===== src/rtl/xe1ap_pkg.sv =====
// xe1ap_pkg: shared state type, nibble layout and button bit positions
// for the XE-1AP host reader and device emulator.
package xe1ap_pkg;
    typedef enum logic [2:0] {IDLE, REQ_LOW, WAIT, SAMPLE, CHECK} state_t;
    localparam int NIBBLES = 12;
    localparam int N_BTN1 = 0, N_BTN2 = 1, N_CH0H = 2, N_CH1H = 3, N_CH2H = 4, N_RSV1 = 5;
    localparam int N_CH0L = 6, N_CH1L = 7, N_CH2L = 8, N_RSV2 = 9, N_AB = 10, N_END = 11;
    localparam int B_A = 7, B_B = 6, B_C = 5, B_D = 4, B_E1 = 3, B_E2 = 2, B_START = 1, B_SELECT = 0;
    function automatic logic [3:0] nib(input logic [4*NIBBLES-1:0] s, input int i);
        return s[4*i +: 4];
    endfunction
endpackage


===== src/rtl/xe1ap_usec_timer.sv =====
// xe1ap_usec_timer: clk_sys-to-microsecond prescaler plus a microsecond
// counter, both cleared synchronously by clr; hit compares against limit.
module xe1ap_usec_timer #(
    parameter int CLKPERUSEC = 50,
    parameter int W = 10
) (
    input  logic         clk_sys,
    input  logic         reset_n,
    input  logic         clr,
    input  logic [W-1:0] limit,
    output logic         tick,
    output logic [W-1:0] count,
    output logic         hit
);
    localparam int PW = CLKPERUSEC > 1 ? $clog2(CLKPERUSEC) : 1;
    logic [PW-1:0] pre;
    assign tick = pre == PW'(CLKPERUSEC - 1);
    assign hit = count >= limit;
    always_ff @(posedge clk_sys or negedge reset_n) begin
        if (!reset_n) begin
            pre <= '0;
            count <= '0;
        end else if (clr) begin
            pre <= '0;
            count <= '0;
        end else begin
            pre <= tick ? '0 : pre + 1'b1;
            count <= tick ? count + 1'b1 : count;
        end
    end
endmodule


===== src/rtl/xe1ap_reader.sv =====
// xe1ap_reader: polls an XE-1AP joystick (REQ strobe, TRG1/TRG2-framed nibbles)
// and publishes an atomically updated report of buttons and three analog channels.
module xe1ap_reader
    import xe1ap_pkg::*;
#(
    parameter int CLKPERUSEC = 50,
    parameter int REQ_LOW_US = 4,
    parameter int TIMEOUT_US = 200,
    parameter int SAMPLE_DLY = 4
) (
    input  logic       clk_sys,
    input  logic       reset_n,
    input  logic       start,
    input  logic       trg1_in,
    input  logic       trg2_in,
    input  logic [3:0] data_in,
    output logic       req,
    output logic       busy,
    output logic       valid,
    output logic       timeout,
    output logic       frame_err,
    output logic [7:0] buttons,
    output logic [3:0] buttons_ab,
    output logic [7:0] ch0,
    output logic [7:0] ch1,
    output logic [7:0] ch2
);
    localparam int UW = $clog2(TIMEOUT_US + REQ_LOW_US + 2);
    localparam int DW = SAMPLE_DLY > 1 ? $clog2(SAMPLE_DLY) : 1;
    state_t state, state_next;
    logic [5:0] sync1, sync2;
    logic trg2_d, trg1_last, phase_err, us_tick, us_hit, fall, smp_done, frame_ok;
    logic [UW-1:0] us_cnt;
    logic [DW-1:0] dly;
    logic [3:0] idx;
    logic [4*NIBBLES-1:0] stg;
    assign fall = trg2_d & ~sync2[4];
    assign smp_done = dly == DW'(SAMPLE_DLY - 1);
    assign frame_ok = nib(stg, N_END) == 4'hF && !phase_err;
    assign req = state != REQ_LOW;
    assign busy = state != IDLE;
    xe1ap_usec_timer #(.CLKPERUSEC(CLKPERUSEC), .W(UW)) u_timer (
        .clk_sys(clk_sys),
        .reset_n(reset_n),
        .clr(state_next != state),
        .limit(UW'(TIMEOUT_US)),
        .tick(us_tick),
        .count(us_cnt),
        .hit(us_hit)
    );
    always_comb begin
        state_next = state;
        case (state)
            IDLE:    state_next = start ? REQ_LOW : IDLE;
            REQ_LOW: state_next = (us_tick && us_cnt == UW'(REQ_LOW_US - 1)) ? WAIT : REQ_LOW;
            WAIT:    state_next = fall ? SAMPLE : us_hit ? IDLE : WAIT;
            SAMPLE:  state_next = !smp_done ? SAMPLE : idx == 4'(N_END) ? CHECK : WAIT;
            CHECK:   state_next = IDLE;
            default: state_next = IDLE;
        endcase
    end
    // sync vectors are {trg1, trg2, data[3:0]}
    always_ff @(posedge clk_sys or negedge reset_n) begin
        if (!reset_n) begin
            state <= IDLE;
            sync1 <= '1;
            sync2 <= '1;
            trg2_d <= 1'b1;
            trg1_last <= 1'b0;
            phase_err <= 1'b0;
            dly <= '0;
            idx <= '0;
            stg <= '0;
            valid <= 1'b0;
            timeout <= 1'b0;
            frame_err <= 1'b0;
            buttons <= '0;
            buttons_ab <= '0;
            ch0 <= 8'h80;
            ch1 <= 8'h80;
            ch2 <= 8'h80;
        end else begin
            state <= state_next;
            sync1 <= {trg1_in, trg2_in, data_in};
            sync2 <= sync1;
            trg2_d <= sync2[4];
            valid <= state == CHECK && frame_ok;
            frame_err <= state == CHECK && !frame_ok;
            timeout <= state == WAIT && !fall && us_hit;
            if (state == REQ_LOW) begin
                idx <= '0;
                phase_err <= 1'b0;
            end
            // every nibble must arrive in the opposite TRG1 phase to the previous one
            if (state == WAIT && fall) begin
                dly <= '0;
                trg1_last <= sync2[5];
                if (idx != '0 && sync2[5] == trg1_last) phase_err <= 1'b1;
            end
            if (state == SAMPLE) begin
                dly <= dly + 1'b1;
                if (smp_done) begin
                    stg[{idx, 2'b00} +: 4] <= sync2[3:0];
                    idx <= idx + 1'b1;
                end
            end
            if (state == CHECK && frame_ok) begin
                buttons <= ~{nib(stg, N_BTN1), nib(stg, N_BTN2)};
                buttons_ab <= ~nib(stg, N_AB);
                ch0 <= {nib(stg, N_CH0H), nib(stg, N_CH0L)};
                ch1 <= {nib(stg, N_CH1H), nib(stg, N_CH1L)};
                ch2 <= {nib(stg, N_CH2H), nib(stg, N_CH2L)};
            end
        end
    end
endmodule


===== config.mk =====
export PLATFORM = sky130hd
export DESIGN_NAME = xe1ap_reader
export DESIGN_NICKNAME = d
export VERILOG_FILES = /design/src/rtl/xe1ap_pkg.sv /design/src/rtl/xe1ap_usec_timer.sv /design/src/rtl/xe1ap_reader.sv
export SDC_FILE = /design/constraint.sdc
export NUM_CORES = 1
export LEC_CHECK = 0
export BUFFER_PORTS_ARGS = -buffer_cell sky130_fd_sc_hd__buf_4
export CORE_UTILIZATION = 38
export DETAILED_ROUTE_END_ITERATION = 16
export PLACE_DENSITY_LB_ADDON = 0.2
export SYNTH_ARGS = -nofsm -noshare
export SYNTH_HDL_FRONTEND = slang
export SYNTH_SLANG_ARGS = --single-unit

===== constraint.sdc =====
create_clock -name clk_sys -period 5 [get_ports clk_sys]
set_input_delay 0.5 -clock clk_sys [delete_from_list [all_inputs] [get_ports clk_sys]]
set_output_delay 0.5 -clock clk_sys [all_outputs]
set_load 0.1 [all_outputs]

==> summary.md <==
| Metric | Value |
|---|---|
| Status | completed |
| Layout cells sized above 1 | 0.380 |
| GP Congestion | between 0.7 and 0.8 |
| Global route overflow | 0 |
| Hold-fix buffers at CTS | 0 |
| Critical Path Source Type | flop |
| Initial Util | 0.392 |
| Slew margin rel. | 0.223 |
| Total Routed Length | slightly above 9000 um |
| Bufs and invs on worst path | 1 |
| Vias in the first global route | 3,153 |
| Final worst path period share | 0.553 |
| LEAKAGE | 2.89 nW |
| VDD IR max | 0.000316 V |
| Pin count of the biggest net entering global routing | slightly above 60 |
| CTS tree | yes |
| First-pass iteration count of the detailed router | 4 |
| Cts bufs inserted | 17 |
| RSZ-0062 raised after global routing | no |
| Commonest non-fill, non-tap cells in the layout | 101 x dfrtp_1, 57 x mux2_2, 51 x buf_4 |
| Max Slew Vio Count | 0 |
| CTS H-Tree Depth | 4 |
| Fmax | roughly 360 MHz |
| Top-Level Pins | 50 |
| Commonest non-fill, non-tap cell in the layout | dfrtp_1 |
| CP Data Arrival Time | 3.05 ns |
| Worst-case clock buffer depth | 2 |
| CP top delay family | simple AND/OR/NAND/NOR gates |
| Finished Layout Cells | around 630 |
| Yosys top cell by area | dfrtp_1 |
| Final HPWL DP | roughly 6000 um |
| Seq/Total Area, Yosys | 0.593 |
| Slowest stage delay, CP | 0.94 ns |
| # placed instances | 593 |
| Final hold slack | between 0.1 and 0.15 ns |
| Antenna-violating nets left | 0 |
| # clock sinks | roughly 120 |
| Cell at the slowest stage of the critical path | nand4_1 |
| Clk slew on worst S/H paths | approximately 0.05 ns |
| Post-synth EDFFs | 0 |
| Final nets | 457 |
| Maxcap violations | 0 |
| Place WS | roughly 2.2 ns |
| Wirelength per Cell | roughly 15 um |
| Fin worst setup slack | approximately 2.2 ns |
| Yosys warning total | 0 |
| First-pass GRT wire length | approximately 16,000 um |
| Syn Area/Cell | 12.9 um2 |
| FF+latch count, synth | ~120 |
| GRT Total Usage | 0.156 |
| Crit path cell chain | nor2_1, nand4_1, buf_4, mux2_2 |
| Synthesized area | slightly below 0.005 mm2 |
| Rows | 41 |
| Via-to-Cell Ratio | roughly 5 |
| Setup bufs post-CTS | 0 |
| Final Hold Vio Count | 0 |
| Starting DRT DRC Count | approximately 160 |
| Post-CTS sizing | 0 |
| CP max FO | 30 |
| Post-synth top area share | 0.509 |
| Syn Inst Count | around 390 |
| Syn Nets | 402 |
| Asr flop ratio synth | 1.00 |
| Worst Skew | 0.00948 ns |
| WP data required | about 5.3 ns |
| Area Overhead vs Synth | 21.7% |
| # DRC | 0 |
| Die Wd | around 120 um |
| Pwr per Cell Area | around 350 mW/mm2 |
| Least-Margin Pin Slew | between 1 and 1.5 ns |
| Die ar. | roughly 0.014 mm2 |
| Port Buffers | 49 |
| Period minus WS final | 2.76 ns |
| Final Util | 0.477 |
| Setup TNS | 0 ns |
| Critical path class | reg2reg |
| N_diodes | 0 |
| Root Driver | clkbuf_16 |
| Initial antenna violation count | 0 |
| Ys flop type | dfrtp_1 |
| Clock latency on the worst-skew pair | 0.41 ns |
| Die height | between 100 and 150 um |
| Final setup violating endpoints | 0 |
| Via count | between 3k and 4k |
| Worst min-delay path category | in2async |
| Leading post-synthesis cells by cell area | dfrtp_1 51%, mux2_2 13%, dfstp_2 8.5%, nand2_1 2.2%, ha_1 2.0% |
| Synth unique cells | 48 |
| CP endpoint kind | flop |
| CORE AREA | roughly 0.013 mm2 |
-- cell usage after synthesis, types with 3 or more instances --
cell      count
and4b_1       3
inv_1        14
a21oi_1       3
dfstp_2      16
nand4_1       6
and2_1        5
xor2_1        6
nor2_1       15
mux2_4        4
nor3_1       13
xnor2_1       9
mux2_2       57
nor2b_1       7
ha_1          8
nand3_1       8
or3_1         3
buf_2         7
buf_6         3
dfrtp_1     101
mux2i_1       4
a31o_2        3
clkbuf_1      4
nand2b_1      3
o21ai_0      20
and3_1        3
nand2_1      29
-- routing by layer --
layer	up-vias	wire length [um]	global-route usage
li1	1457	-	-
met1	1554	4470	0.212
met2	52	4200	0.226
met3	8	390	0.0571
met4	0	82	0.0590
met5	-	0	0
-- path summary, 6_finish.rpt --
kind,slack [ns],start,end,depth (start not counted)
worst max register to register,2.24,state[0],ch0[5],4
worst min-delay path,0.14,reset_n,valid,1
min in group clk_sys,0.20,data_in[3],sync1[3],1
max in group asynchronous,3.67,reset_n,ch1[4],2
worst max-delay path,2.24,state[0],ch0[5],4
worst min register to register,0.36,sync1[3],sync2[3],0
-- flip-flops by register name (all words and copies together) (netlist names), 8 cells and up --
name and flops:
stg 40, buttons 8, ch2 8, u_timer.count 8
ch0 8, ch1 8
-- cell families after synthesis --
| group | Yosys count | synth area share |
|---|---|---|
| muxes | 65 | 0.149 |
| adders and majority gates | 8 | 0.0202 |
| AOI/OAI and AO/OA | 38 | 0.0501 |
| xor gates and xnor gates | 15 | 0.0264 |
| buffers and inverters | 29 | 0.0282 |
| DFF | 117 | 0.593 |
| and+or+nand+nor | 113 | 0.132 |
-- through the flow --
| stage | power [mW] | cell area (um2) |
|---|---|---|
| floorplan | 0.978 | 4970 |
| global placement | 1.01 | 5480 |
| detailed placement | 1.01 | 5480 |
| CTS | 2.17 | 6050 |
| global route | 2.22 | 6050 |
| finish | 2.13 | 6050 |
-- power breakdown --
| part | internal, mW | switching (mW) | total (mW) |
|---|---|---|---|
| combinational | 0.00535 | 0.0185 | 0.0238 |
| sequential | 0.958 | 0.00637 | 0.964 |
| clock | 0.729 | 0.417 | 1.15 |
-- cell type report --
| cell class | count | area, um2 |
|---|---|---|
| fill | 1145 | 6630 |
| sequential | 117 | 2950 |
| multi-input combinational | 239 | 1880 |
| clock buffer | 19 | 433 |
| timing repair buffer | 51 | 383 |
| tap | 172 | 215 |
| clock inverter | 13 | 135 |
| inverter | 14 | 52.6 |
(Power assumes the default switching activity.)
